File: src/rtl/acq_pkg.sv
// Shared definitions for the acquisition trigger controller: state encoding,
// trigger mode codes and the PSRAM word-address width.
package acq_pkg;

  localparam int ACQ_ADDR_WIDTH = 23;

  localparam logic [7:0] TRIG_THRESH = 8'h54;
  localparam logic [7:0] TRIG_BUTTON = 8'h42;

  typedef enum logic [2:0] {
    IDLE     = 3'd0,
    PRE_FILL = 3'd1,
    ARMED    = 3'd2,
    POST     = 3'd3,
    DONE     = 3'd4
  } acq_state_e;

endpackage

File: src/rtl/acq_trigger_ctrl_if.sv
// PSRAM write channel: one request outstanding, completed by a one-cycle ack.
interface acq_trigger_ctrl_if
  import acq_pkg::*;
#(
  parameter int ADDR_WIDTH = ACQ_ADDR_WIDTH
) ();

  logic                  wr_req;
  logic [ADDR_WIDTH-1:0] wr_addr;
  logic [15:0]           wr_data;
  logic                  wr_ack;

  modport master (output wr_req, output wr_addr, output wr_data, input  wr_ack);
  modport slave  (input  wr_req, input  wr_addr, input  wr_data, output wr_ack);

endinterface

File: src/rtl/button_sync_edge.sv
// Two-flop synchronizer for the asynchronous pushbutton followed by a
// registered one-cycle rising-edge pulse.
module button_sync_edge (
  input  logic clk,
  input  logic rst_n,
  input  logic btn_i,
  output logic edge_o
);

  logic [2:0] sync_q, sync_d;
  logic       edge_q, edge_d;

  always_comb begin
    sync_d = {sync_q[1:0], btn_i};
    edge_d = sync_q[1] & ~sync_q[2];
  end

  always_ff @(posedge clk) begin
    if (!rst_n) begin
      sync_q <= 3'b000;
      edge_q <= 1'b0;
    end else begin
      sync_q <= sync_d;
      edge_q <= edge_d;
    end
  end

  assign edge_o = edge_q;

endmodule

File: src/rtl/acq_trigger_ctrl.sv
// Acquisition controller: streams ADC samples into a circular PSRAM buffer,
// detects the trigger and reports where the pre/post-trigger record starts.
module acq_trigger_ctrl
  import acq_pkg::*;
#(
  parameter int ADC_WIDTH  = 12,
  parameter int ADDR_WIDTH = ACQ_ADDR_WIDTH,
  parameter int BUF_DEPTH  = 8388608
) (
  input  logic                  clk_PSRAM,
  input  logic                  rst_n,
  input  logic                  flag_acq,
  input  logic [7:0]            trigger,
  input  logic [12:0]           threshold,
  input  logic [23:0]           samples_before,
  input  logic [23:0]           samples_after,
  input  logic                  button,
  input  logic                  adc_valid,
  input  logic [ADC_WIDTH-1:0]  adc_data,
  acq_trigger_ctrl_if.master    wr,
  output logic                  busy,
  output logic                  acq_done,
  output logic [ADDR_WIDTH-1:0] trig_addr,
  output logic [ADDR_WIDTH-1:0] start_addr,
  output logic                  overrun,
  output logic                  cfg_err
);

  localparam logic [24:0]           DEPTH_W   = 25'(BUF_DEPTH);
  localparam logic [ADDR_WIDTH-1:0] LAST_ADDR = ADDR_WIDTH'(BUF_DEPTH - 1);
  localparam logic [ADDR_WIDTH-1:0] ZERO_ADDR = {ADDR_WIDTH{1'b0}};

  acq_state_e            state_q, state_d;
  logic [ADDR_WIDTH-1:0] ptr_q, ptr_d;
  logic                  wr_req_q, wr_req_d;
  logic [ADDR_WIDTH-1:0] wr_addr_q, wr_addr_d;
  logic [15:0]           wr_data_q, wr_data_d;
  logic [7:0]            mode_q, mode_d;
  logic [12:0]           thresh_q, thresh_d;
  logic [23:0]           before_q, before_d;
  logic [23:0]           after_q, after_d;
  logic [23:0]           cnt_q, cnt_d;
  logic [ADC_WIDTH-1:0]  prev_q, prev_d;
  logic                  btn_pend_q, btn_pend_d;
  logic [ADDR_WIDTH-1:0] trig_addr_q, trig_addr_d;
  logic [ADDR_WIDTH-1:0] start_addr_q, start_addr_d;
  logic                  overrun_q, overrun_d;
  logic                  cfg_err_q, cfg_err_d;
  logic                  acq_done_q, acq_done_d;
  logic                  busy_q, busy_d;

  logic        btn_edge_s;
  logic        active_s;
  logic        accept_s;
  logic        ack_s;
  logic        fire_s;
  logic        cfg_ok_s;
  logic [24:0] need_s;
  logic [24:0] ptr_w_s;
  logic [24:0] back_s;

  button_sync_edge u_button_sync_edge (
    .clk    (clk_PSRAM),
    .rst_n  (rst_n),
    .btn_i  (button),
    .edge_o (btn_edge_s)
  );

  // Sample qualifiers, trigger condition and the modulo record-start address.
  always_comb begin
    active_s = (state_q == PRE_FILL) || (state_q == ARMED) || (state_q == POST);
    accept_s = active_s && adc_valid && !wr_req_q;
    ack_s    = wr_req_q && wr.wr_ack;
    need_s   = {1'b0, samples_before} + {1'b0, samples_after} + 25'd1;
    cfg_ok_s = (need_s <= DEPTH_W);
    ptr_w_s  = 25'(ptr_q);
    if (ptr_w_s >= {1'b0, before_q}) begin
      back_s = ptr_w_s - {1'b0, before_q};
    end else begin
      back_s = ptr_w_s + DEPTH_W - {1'b0, before_q};
    end
    case (mode_q)
      TRIG_THRESH: fire_s = (13'(prev_q) < thresh_q) && (13'(adc_data) >= thresh_q);
      TRIG_BUTTON: fire_s = btn_pend_q;
      default:     fire_s = 1'b1;
    endcase
  end

  always_comb begin
    state_d      = state_q;
    ptr_d        = ptr_q;
    wr_req_d     = wr_req_q;
    wr_addr_d    = wr_addr_q;
    wr_data_d    = wr_data_q;
    mode_d       = mode_q;
    thresh_d     = thresh_q;
    before_d     = before_q;
    after_d      = after_q;
    cnt_d        = cnt_q;
    prev_d       = prev_q;
    btn_pend_d   = btn_pend_q;
    trig_addr_d  = trig_addr_q;
    start_addr_d = start_addr_q;
    overrun_d    = overrun_q;
    cfg_err_d    = cfg_err_q;

    if (accept_s) begin
      wr_req_d  = 1'b1;
      wr_addr_d = ptr_q;
      wr_data_d = 16'(adc_data);
    end else if (ack_s) begin
      wr_req_d = 1'b0;
      ptr_d    = (ptr_q == LAST_ADDR) ? ZERO_ADDR : ptr_q + ADDR_WIDTH'(1'b1);
    end else begin
      wr_req_d = wr_req_q;
    end

    // A sample arriving while the previous write is still pending is lost.
    if (active_s && adc_valid && wr_req_q) begin
      overrun_d = 1'b1;
    end else begin
      overrun_d = overrun_q;
    end

    case (state_q)
      IDLE: begin
        if (flag_acq && cfg_ok_s) begin
          mode_d       = trigger;
          thresh_d     = threshold;
          before_d     = samples_before;
          after_d      = samples_after;
          ptr_d        = ZERO_ADDR;
          cnt_d        = 24'd0;
          btn_pend_d   = 1'b0;
          overrun_d    = 1'b0;
          cfg_err_d    = 1'b0;
          trig_addr_d  = ZERO_ADDR;
          start_addr_d = ZERO_ADDR;
          state_d      = (samples_before == 24'd0) ? ARMED : PRE_FILL;
        end else if (flag_acq) begin
          cfg_err_d = 1'b1;
        end else begin
          state_d = IDLE;
        end
      end
      PRE_FILL: begin
        btn_pend_d = 1'b0;
        if (accept_s) begin
          prev_d = adc_data;
          cnt_d  = cnt_q + 24'd1;
          if ((cnt_q + 24'd1) == before_q) begin
            state_d = ARMED;
          end else begin
            state_d = PRE_FILL;
          end
        end else begin
          state_d = PRE_FILL;
        end
      end
      ARMED: begin
        if (btn_edge_s) begin
          btn_pend_d = 1'b1;
        end else begin
          btn_pend_d = btn_pend_q;
        end
        if (accept_s && fire_s) begin
          prev_d       = adc_data;
          trig_addr_d  = ptr_q;
          start_addr_d = ADDR_WIDTH'(back_s);
          cnt_d        = 24'd0;
          btn_pend_d   = 1'b0;
          state_d      = POST;
        end else if (accept_s) begin
          prev_d = adc_data;
        end else begin
          state_d = ARMED;
        end
      end
      POST: begin
        // cnt_q numbers the single outstanding write, so its ack closes the record.
        if (accept_s) begin
          cnt_d = cnt_q + 24'd1;
        end else if (ack_s && (cnt_q == after_q)) begin
          state_d = DONE;
        end else begin
          state_d = POST;
        end
      end
      DONE:    state_d = IDLE;
      default: state_d = IDLE;
    endcase

    busy_d     = (state_d != IDLE);
    acq_done_d = (state_d == DONE);
  end

  always_ff @(posedge clk_PSRAM) begin
    if (!rst_n) begin
      state_q      <= IDLE;
      ptr_q        <= ZERO_ADDR;
      wr_req_q     <= 1'b0;
      wr_addr_q    <= ZERO_ADDR;
      wr_data_q    <= 16'd0;
      mode_q       <= 8'd0;
      thresh_q     <= 13'd0;
      before_q     <= 24'd0;
      after_q      <= 24'd0;
      cnt_q        <= 24'd0;
      prev_q       <= {ADC_WIDTH{1'b0}};
      btn_pend_q   <= 1'b0;
      trig_addr_q  <= ZERO_ADDR;
      start_addr_q <= ZERO_ADDR;
      overrun_q    <= 1'b0;
      cfg_err_q    <= 1'b0;
      acq_done_q   <= 1'b0;
      busy_q       <= 1'b0;
    end else begin
      state_q      <= state_d;
      ptr_q        <= ptr_d;
      wr_req_q     <= wr_req_d;
      wr_addr_q    <= wr_addr_d;
      wr_data_q    <= wr_data_d;
      mode_q       <= mode_d;
      thresh_q     <= thresh_d;
      before_q     <= before_d;
      after_q      <= after_d;
      cnt_q        <= cnt_d;
      prev_q       <= prev_d;
      btn_pend_q   <= btn_pend_d;
      trig_addr_q  <= trig_addr_d;
      start_addr_q <= start_addr_d;
      overrun_q    <= overrun_d;
      cfg_err_q    <= cfg_err_d;
      acq_done_q   <= acq_done_d;
      busy_q       <= busy_d;
    end
  end

  assign wr.wr_req  = wr_req_q;
  assign wr.wr_addr = wr_addr_q;
  assign wr.wr_data = wr_data_q;
  assign busy       = busy_q;
  assign acq_done   = acq_done_q;
  assign trig_addr  = trig_addr_q;
  assign start_addr = start_addr_q;
  assign overrun    = overrun_q;
  assign cfg_err    = cfg_err_q;

endmodule

File: src/flat_wrapper.sv
// flat-port wrapper written by rule: the top's interface ports become plain ports
module acq_trigger_ctrl_flat import acq_pkg::*;
#(
  parameter int ADC_WIDTH  = 12,
  parameter int ADDR_WIDTH = ACQ_ADDR_WIDTH,
  parameter int BUF_DEPTH  = 8388608
)
  (clk_PSRAM, rst_n, flag_acq, trigger, threshold, samples_before, samples_after, button, adc_valid, adc_data, busy, acq_done, trig_addr, start_addr, overrun, cfg_err, wr_wr_req, wr_wr_addr, wr_wr_data, wr_wr_ack);
  acq_trigger_ctrl_if #(.ADDR_WIDTH(ADDR_WIDTH)) wr_i ();
  input  logic clk_PSRAM;
  input  logic rst_n;
  input  logic flag_acq;
  input  logic [7:0] trigger;
  input  logic [12:0] threshold;
  input  logic [23:0] samples_before;
  input  logic [23:0] samples_after;
  input  logic button;
  input  logic adc_valid;
  input  logic [ADC_WIDTH-1:0] adc_data;
  output logic busy;
  output logic acq_done;
  output logic [ADDR_WIDTH-1:0] trig_addr;
  output logic [ADDR_WIDTH-1:0] start_addr;
  output logic overrun;
  output logic cfg_err;
  output wire logic [$bits(wr_i.wr_req)-1:0] wr_wr_req;
  output wire logic [$bits(wr_i.wr_addr)-1:0] wr_wr_addr;
  output wire logic [$bits(wr_i.wr_data)-1:0] wr_wr_data;
  input wire logic [$bits(wr_i.wr_ack)-1:0] wr_wr_ack;
  assign wr_wr_req = wr_i.wr_req;
  assign wr_wr_addr = wr_i.wr_addr;
  assign wr_wr_data = wr_i.wr_data;
  assign wr_i.wr_ack = wr_wr_ack;
  acq_trigger_ctrl #(.ADC_WIDTH(ADC_WIDTH), .ADDR_WIDTH(ADDR_WIDTH), .BUF_DEPTH(BUF_DEPTH)) u_core (.clk_PSRAM(clk_PSRAM), .rst_n(rst_n), .flag_acq(flag_acq), .trigger(trigger), .threshold(threshold), .samples_before(samples_before), .samples_after(samples_after), .button(button), .adc_valid(adc_valid), .adc_data(adc_data), .wr(wr_i), .busy(busy), .acq_done(acq_done), .trig_addr(trig_addr), .start_addr(start_addr), .overrun(overrun), .cfg_err(cfg_err));
endmodule
File: config.mk
export PLATFORM = sky130hd
export DESIGN_NAME = acq_trigger_ctrl_flat
export DESIGN_NICKNAME = d
export VERILOG_FILES = /design/src/rtl/acq_pkg.sv /design/src/rtl/acq_trigger_ctrl_if.sv /design/src/rtl/button_sync_edge.sv /design/src/rtl/acq_trigger_ctrl.sv /design/src/flat_wrapper.sv
export SDC_FILE = /design/constraint.sdc
export NUM_CORES = 1
export LEC_CHECK = 0
export ABC_AREA = 0
export CORE_MARGIN = 4
export CORE_UTILIZATION = 40
export CTS_BUF_LIST = sky130_fd_sc_hd__clkbuf_16
export CTS_CLUSTER_SIZE = 28
export DETAILED_ROUTE_END_ITERATION = 10
export GPL_TIMING_DRIVEN = 0
export SYNTH_ARGS = -nofsm -noshare
export SYNTH_HDL_FRONTEND = slang
export SYNTH_HIERARCHICAL = 1
export SYNTH_SLANG_ARGS = --single-unit
File: constraint.sdc
create_clock -name clk_PSRAM -period 9.46 [get_ports clk_PSRAM]
set_input_delay 2.838 -clock clk_PSRAM [delete_from_list [all_inputs] [get_ports clk_PSRAM]]
set_output_delay 2.838 -clock clk_PSRAM [all_outputs]
set_load 0.02 [all_outputs]
==> results by group, run 1 <==
Synth
  – Top cells by area, synth: dfxtp_1 (36%), nand2_1 (8.5%), ha_1 (7.2%)
  – Netlist cell types: 82
  – Mapped Avg Cell Area: 8.34 sq um
  – Synthesized area: 12400 sq um
  – Async set-reset flop share out of synthesis: 0%
  – Largest family of logic cells by synthesized area: simple AND/OR/NAND/NOR gates
  – Gate Count Post-Synth: 1490
  – Synth Area in Compound Gates: 17.2%
  – Main synth FF type: dfxtp_1
  – Synth area leader: dfxtp_1
  – Post-synthesis xor/xnor area fraction: 6.98%
  – Mux share of post-synthesis cell area: 6.93%
  – Synth Area in Simple Gates: 20.6%
  – Most frequent cell after synthesis: nand2_1
  – Sequential area share after synthesis: 35.8%
  – Yosys top cell area share: 35.8%
  – Commonest cells post-synth: nand2_1 (282), dfxtp_1 (222), a21oi_1 (86), mux2i_1 (86), nor2_1 (78)
  – Ys Warns: 6
  – Synth Area in Adders: 7.31%
  – Flops & latches, synth: 222
  – Post-synth EDFFs: 0

Worst setup path
  – Worst-path fanout max: 10
  – WP data required: 9.88 ns
  – Crit Path Class: input port to flip-flop
  – Critical path origin: samples_before[20]
  – Worst r2r path cells: 13
  – Crit path DAT: 7.01 ns
  – CP startpoint kind: input port
  – Worst R2R End: u_core/trig_addr[9]
  – Nature of the critical path endpoint: flip-flop
  – Flop-to-flop setup slack: 5.59 ns
  – CP endpoint: u_core/cnt_q[23]
  – FF-to-FF Start: u_core/thresh_q[1]

STA
  – Setup TNS: 0 ns
  – Final Hold Vio Count: 0
  – Pins Over Slew Limit: 0
  – Headroom to the max-slew limit: 30.3%
  – Worst-margin pin slew: 1.04 ns
  – Fmax achieved: 152 MHz
  – Fraction of the cycle the final worst path needs: 69.7%
  – Setup violators final: 0
  – RSZ-0062 raised after global routing: no
  – Min Tclk post-route: 6.59 ns
  – Clock skew: 0.0204 ns

Floorplan
  – Initial Utilization: 40.6%
  – Die Span X: 184 um
  – # IOs: 177
  – Die area: 33900 sq um
  – Die Span Y: 184 um
  – Core area: 30600 sq um
  – Row cnt: 64

Pwr
  – Clock group share of total power: 41.9%
  – Switching power: 620 uW
  – Cell Pwr Density: 148 nW/um^2
  – Peak VDD IR: 0.121 mV
  – Comb pwr share: 15.9%
  – Leak Pwr: 0.00594 uW
  – Power Total: 2290 uW
  – Sw Share: 27.0%
  – Seq pwr share: 42.2%
  – Internal Pwr Total: 1670 uW

Clocking
  – CTS tree: built
  – Clk sink count: 222
  – Worst-Skew Late Latency: 0.54 ns
  – H-Tree Level Count: 1
  – Hold_buf cts: 0
  – Cts bufs inserted: 25
  – CTS max path bufs: 3
  – Post-CTS Setup Repair Bufs: 0
  – CTS root buf: clkbuf_16
  – CTS resizes: 0
  – Clock-pin slew on the worst setup and hold paths: 0.06 ns

Cells and area
  – Area grow syn2layout: 24.4%
  – Fill count: 3008
  – Layout cells sized above 1: 4.56%
  – Nets: 1851
  – Antenna Cells: 0
  – Seq. cell area: 4440 sq um
  – Footprint of the multi-input gates: 7350 sq um

GRT
  – Global-route wire length before repair: 59.6 mm
  – Largest net degree at the start of global routing: 14
  – Total gr overflow: 0
  – GRT Total Usage: 22.0%
  – Number of global-route vias before repair: 10600
  – Initial antenna violation count: 0

Drt
  – Routed WL: 39.1 mm
  – Routed vias/inst: 5.39
  – Routed len/inst: 18.6 um
  – Residual DRC: 0
  – Vias: 11400
  – Drt first pass iters: 5
  – Drt initial violations: 717
  – Final ANT Viol Nets: 0

Run
  – # Max-Cap Violations: 0

Placed design
  – IO Port Bufs: 172
  – Gpl congestion: 0.891
  – HPWL after DPL: 31.1 mm

Worst hold path
  – Worst Hold Class: flip-flop to flip-flop

Status
  – Status: complete, no violations
[placed cells by master, fill, tap and decap left out, types with 5 or more instances in the layout]
cell,instances
a21oi_1,86
xor2_1,35
o211ai_1,10
nor4_1,17
nand4_1,22
clkbuf_1,65
buf_2,9
nand3_1,26
a21o_1,24
nand2b_1,8
nor2_1,78
o21a_1,9
clkbuf_16,25
xnor2_1,64
nor2b_1,10
a22o_1,48
buf_6,7
o31ai_1,6
nand2_1,282
ha_1,71
clkdlybuf4s50_1,172
or2_2,5
inv_1,60
a31o_1,17
a31oi_1,14
nor3_1,51
and3_1,23
or3_1,7
dfxtp_1,222
clkinv_1,6
buf_4,6
o21ai_0,35
mux2i_1,86
[layer usage]
metal | track usage [%] | wire length [um] | vias up
met1 | 30.4 | 18200 | 5336
met4 | 4.55 | 660 | 0
met2 | 36.7 | 18000 | 315
li1 | - | - | 5660
met5 | 0 | 0 | -
met3 | 3.20 | 2190 | 48
[worst min path at each step]
stage / from / cells after the start / slack, ns / endpoint
final: u_core/u_button_sync_edge/sync_q[0] / 1 / 0.45 / u_core/u_button_sync_edge/sync_q[1]
after global routing: u_core/u_button_sync_edge/sync_q[0] / 1 / 0.45 / u_core/u_button_sync_edge/sync_q[1]
after detailed placement: u_core/u_button_sync_edge/sync_q[0] / 1 / 0.44 / u_core/u_button_sync_edge/sync_q[1]
after CTS: u_core/u_button_sync_edge/sync_q[0] / 1 / 0.45 / u_core/u_button_sync_edge/sync_q[1]
after global placement: u_core/u_button_sync_edge/sync_q[0] / 1 / 0.43 / u_core/u_button_sync_edge/sync_q[1]
after floorplan: u_core/u_button_sync_edge/sync_q[0] / 1 / 0.43 / u_core/u_button_sync_edge/sync_q[1]
[sequential cells by signal (all words and copies together), names as in the netlist, named ones only]
name and count:
u_core/start_addr 23, u_core/btn_pend_q 1, u_core/mode_q 8, u_core/cnt_q 24
u_core/before_q 24, u_core/acq_done 1, u_core/trig_addr 23, u_core/ptr_q 23
u_core/wr.wr_data 12, u_core/u_button_sync_edge/edge_o 1, u_core/busy 1, u_core/u_button_sync_edge/sync_q 3
u_core/cfg_err 1, u_core/overrun 1, u_core/wr.wr_addr 23, u_core/thresh_q 13
u_core/state_q 3, u_core/wr.wr_req 1, u_core/after_q 24
[worst max-delay path: stages]
cell and delay [ns]:
clkdlybuf4s50_1 0.49, ha_1 0.42, a21oi_1 0.30, o211ai_1 0.12
a2111oi_0 0.43, o2111ai_1 0.19, nor4_1 0.26, nand4_1 0.23
a2111oi_4 0.42, nand2_2 0.12, o31ai_4 0.33, a211oi_2 0.24
buf_6 0.25, a311o_1 0.35
[metrics by stage]
| step | std cells | worst slack (ns) | hold slack (ns) | util, % | instance area, sq um |
|---|---|---|---|---|---|
| CTS | 2106 | 2.93 | 0.449 | 50.5 | 15500 |
| global placement | 2061 | 2.36 | 0.430 | 47.9 | 14700 |
| detailed placement | 2061 | 2.35 | 0.435 | 47.9 | 14700 |
| global route | 2106 | 2.68 | 0.453 | 50.5 | 15500 |
| floorplan | 1493 | 3.54 | 0.426 | - | 12400 |
| finish | 2106 | 2.87 | 0.447 | 50.5 | 15500 |
[cell families after synthesis]
group | count (synthesis)
adders and majority gates | 72
xor gates and xnor gates | 99
AOI/OAI and AO/OA | 301
other | 1
and+or+nand+nor | 561
DFF | 222
buffers and inverters | 148
muxes | 86
[layout make-up]
cell class | instances | share of cell area, %
inverter | 56 | 1.36
multi-input combinational | 1123 | 47.5
timing repair buffer | 172 | 11.1
buffer | 92 | 2.80
tap | 396 | 3.21
sequential | 222 | 28.8
clock buffer | 25 | 4.05
clock inverter | 20 | 1.16
[power by group through the flow]
| stage | Sequential (uW) | Clock [uW] | Combinational [uW] |
|---|---|---|---|
| floorplan | 985 | 0 | 238 |
| global placement | 988 | 0 | 358 |
| detailed placement | 988 | 0 | 361 |
| CTS | 968 | 983 | 363 |
| global route | 969 | 1020 | 400 |
| finish | 968 | 961 | 364 |
Note: power is estimated with default switching activity, not from simulation.
==> run 2: changes to the inputs <==
- clock period: 9.46 -> 6.6 ns (I/O delays scaled with it)
==> results of run 2 <==
Same layout as run 1 (identical final DEF). Status: complete, no violations.
Among the figures that moved: setup slack after placement 2.35 ns -> 0.344 ns; setup slack after layout 2.87 ns -> 0.865 ns; register-to-register setup slack 5.59 ns -> 2.73 ns; total power 2290 uW -> 3290 uW; worst IR drop on VDD 0.121 mV -> 0.173 mV
==> run 3: changes to the inputs <==
- CTS_CLUSTER_SIZE: 28 -> 10
- SKIP_LAST_GASP: not set -> 1
==> results by group, run 3 (same netlist as run 1, synthesis figures left out) <==
Cells and area
  – Largest regs: u_core/after_q x24, u_core/before_q x24, u_core/cnt_q x24
  – Commonest non-fill, non-tap cell in the layout: nand2_1
  – Area grow syn2layout: 24.1%
  – Fin area: 15400 sq um
  – Fin util: 50.4%
  – Most frequent cells in the layout: nand2_1 (282), dfxtp_1 (222), clkdlybuf4s50_1 (172), a21oi_1 (86), mux2i_1 (86)
  – Nets: 1853
  – Layout cells sized above 1: 4.40%
  – Antenna Cells: 0

Floorplan
  – Die area: 33900 sq um
  – Die Span Y: 184 um
  – # IOs: 177
  – Core area: 30600 sq um
  – Die Span X: 184 um
  – Initial Utilization: 40.6%
  – Row cnt: 64

STA
  – Pins Over Slew Limit: 0
  – Final Hold Vio Count: 0
  – Fraction of the cycle the final worst path needs: 87.2%
  – Min Tclk post-route: 5.76 ns
  – Setup TNS: 0 ns
  – Fmax achieved: 174 MHz
  – Clock skew: 0.00886 ns
  – Headroom to the max-slew limit: 33.5%
  – Setup violators final: 0
  – Worst-margin pin slew: 0.994 ns
  – RSZ-0062 raised after global routing: no

Pwr
  – Cell Pwr Density: 210 nW/um^2
  – Clock group share of total power: 40.9%
  – Peak VDD IR: 0.186 mV
  – Internal Pwr Total: 2360 uW
  – Leak Pwr: 0.00591 uW
  – Switching power: 872 uW
  – Power Total: 3230 uW
  – Seq pwr share: 43.0%
  – Comb pwr share: 16.2%
  – Sw Share: 27.0%

Worst hold path
  – Worst hold endpoint: u_core/wr.wr_addr[14]
  – Worst Hold Depth: 2
  – Worst hold path startpoint: u_core/wr.wr_addr[14]
  – Worst Hold Class: flip-flop to flip-flop

Worst setup path
  – Worst-path fanout max: 10
  – Critical path origin: samples_before[20]
  – Crit path DAT: 6.16 ns
  – Worst r2r path cells: 13
  – CP max stage delay: 0.49 ns
  – Flop-to-flop setup slack: 2.78 ns
  – Crit Path Class: input port to flip-flop
  – Crit path cell chain: clkdlybuf4s50_1, ha_1, a21oi_1, o211ai_1, a2111oi_0, o2111ai_1, nor4_1, nand4_1, a2111oi_4, nand2_2, o31ai_4, and2_1, buf_4, buf_2, nor3_1
  – FF-to-FF Start: u_core/thresh_q[1]
  – Nature of the critical path endpoint: flip-flop
  – Critical Path Slowest Stage Cell: clkdlybuf4s50_1
  – WP data required: 7.01 ns
  – CP startpoint kind: input port
  – Worst R2R End: u_core/start_addr[13]

Clocking
  – Clock-pin slew on the worst setup and hold paths: 0.05 ns
  – CTS resizes: 0
  – H-Tree Level Count: 1
  – Clk sink count: 222
  – CTS max path bufs: 3
  – CTS tree: built
  – CTS root buf: clkbuf_16
  – Post-CTS Setup Repair Bufs: 0
  – Hold_buf cts: 0
  – Worst-Skew Late Latency: 0.55 ns
  – Cts bufs inserted: 27

Drt
  – Top Metal Used: met4
  – Met1 WL: 18.1 mm
  – WL met3: 2.47 mm
  – Final ANT Viol Nets: 0
  – Routed vias/inst: 5.41
  – Met2 wire length: 17.9 mm
  – Vias: 11400
  – Drt initial violations: 703
  – Residual DRC: 0
  – Routed WL: 39.1 mm
  – Drt first pass iters: 6
  – Routed len/inst: 18.6 um

Placed design
  – Gpl congestion: 0.891
  – HPWL after DPL: 31.1 mm
  – Placed cell areas: 14700 sq um
  – IO Port Bufs: 172

GRT
  – GRT Total Usage: 22.1%
  – Total gr overflow: 0
  – Initial antenna violation count: 0
  – Number of global-route vias before repair: 10700
  – Global-route wire length before repair: 59.7 mm
  – Largest net degree at the start of global routing: 15

Run
  – # Max-Cap Violations: 0

Status
  – Status: complete, no violations
==> run 3: power groups by stage <==
stage	clock network [uW]	logic [uW]	registers, uW
6_report	1320	522	1390
5_1_grt	1410	573	1390
4_1_cts	1350	521	1390
3_5_place_dp	0	518	1420
3_3_place_gp	0	513	1420
2_1_floorplan	0	342	1410
==> run 3: worst max-delay path by stage <==
| stage | slack, ns | cells after the start | end |
|---|---|---|---|
| after global routing | 0.68 | 15 | u_core/trig_addr[14] |
| after detailed placement | 0.34 | 15 | u_core/ptr_q[20] |
| after CTS | 0.89 | 15 | u_core/ptr_q[20] |
| after floorplan | 1.53 | 14 | u_core/cnt_q[16] |
| after global placement | 0.36 | 14 | u_core/cnt_q[18] |
| final | 0.84 | 15 | u_core/ptr_q[20] |
==> run 3: area by class of cell <==
| cell class | count | area (sq um) |
|---|---|---|
| inverter | 56 | 210 |
| sequential | 222 | 4440 |
| clock buffer | 27 | 676 |
| tap | 396 | 495 |
| timing repair buffer | 172 | 1720 |
| clock inverter | 11 | 85.1 |
| buffer | 92 | 433 |
| fill | 3005 | 15200 |
| multi-input combinational | 1123 | 7350 |
==> run 3: layer usage <==
layer,vias to the layer above,GRT usage [%]
met1,5299,30.4
met3,52,3.26
li1,5647,-
met5,-,0
met4,0,4.97
met2,353,36.8
==> run 3: through the flow <==
stage,instances,setup WS (ns),hold WS [ns]
floorplan,1493,1.53,0.426
global placement,2061,0.358,0.430
detailed placement,2061,0.344,0.435
CTS,2099,0.891,0.455
global route,2099,0.678,0.462
finish,2099,0.843,0.453
==> run 3: worst max-delay path, delay by kind of cell <==
family,cells,cell delay (ns)
buffers and inverters,3,1.01
and+or+nand+nor,5,0.93
AOI/OAI and AO/OA,6,1.81
adders and majority gates,1,0.42
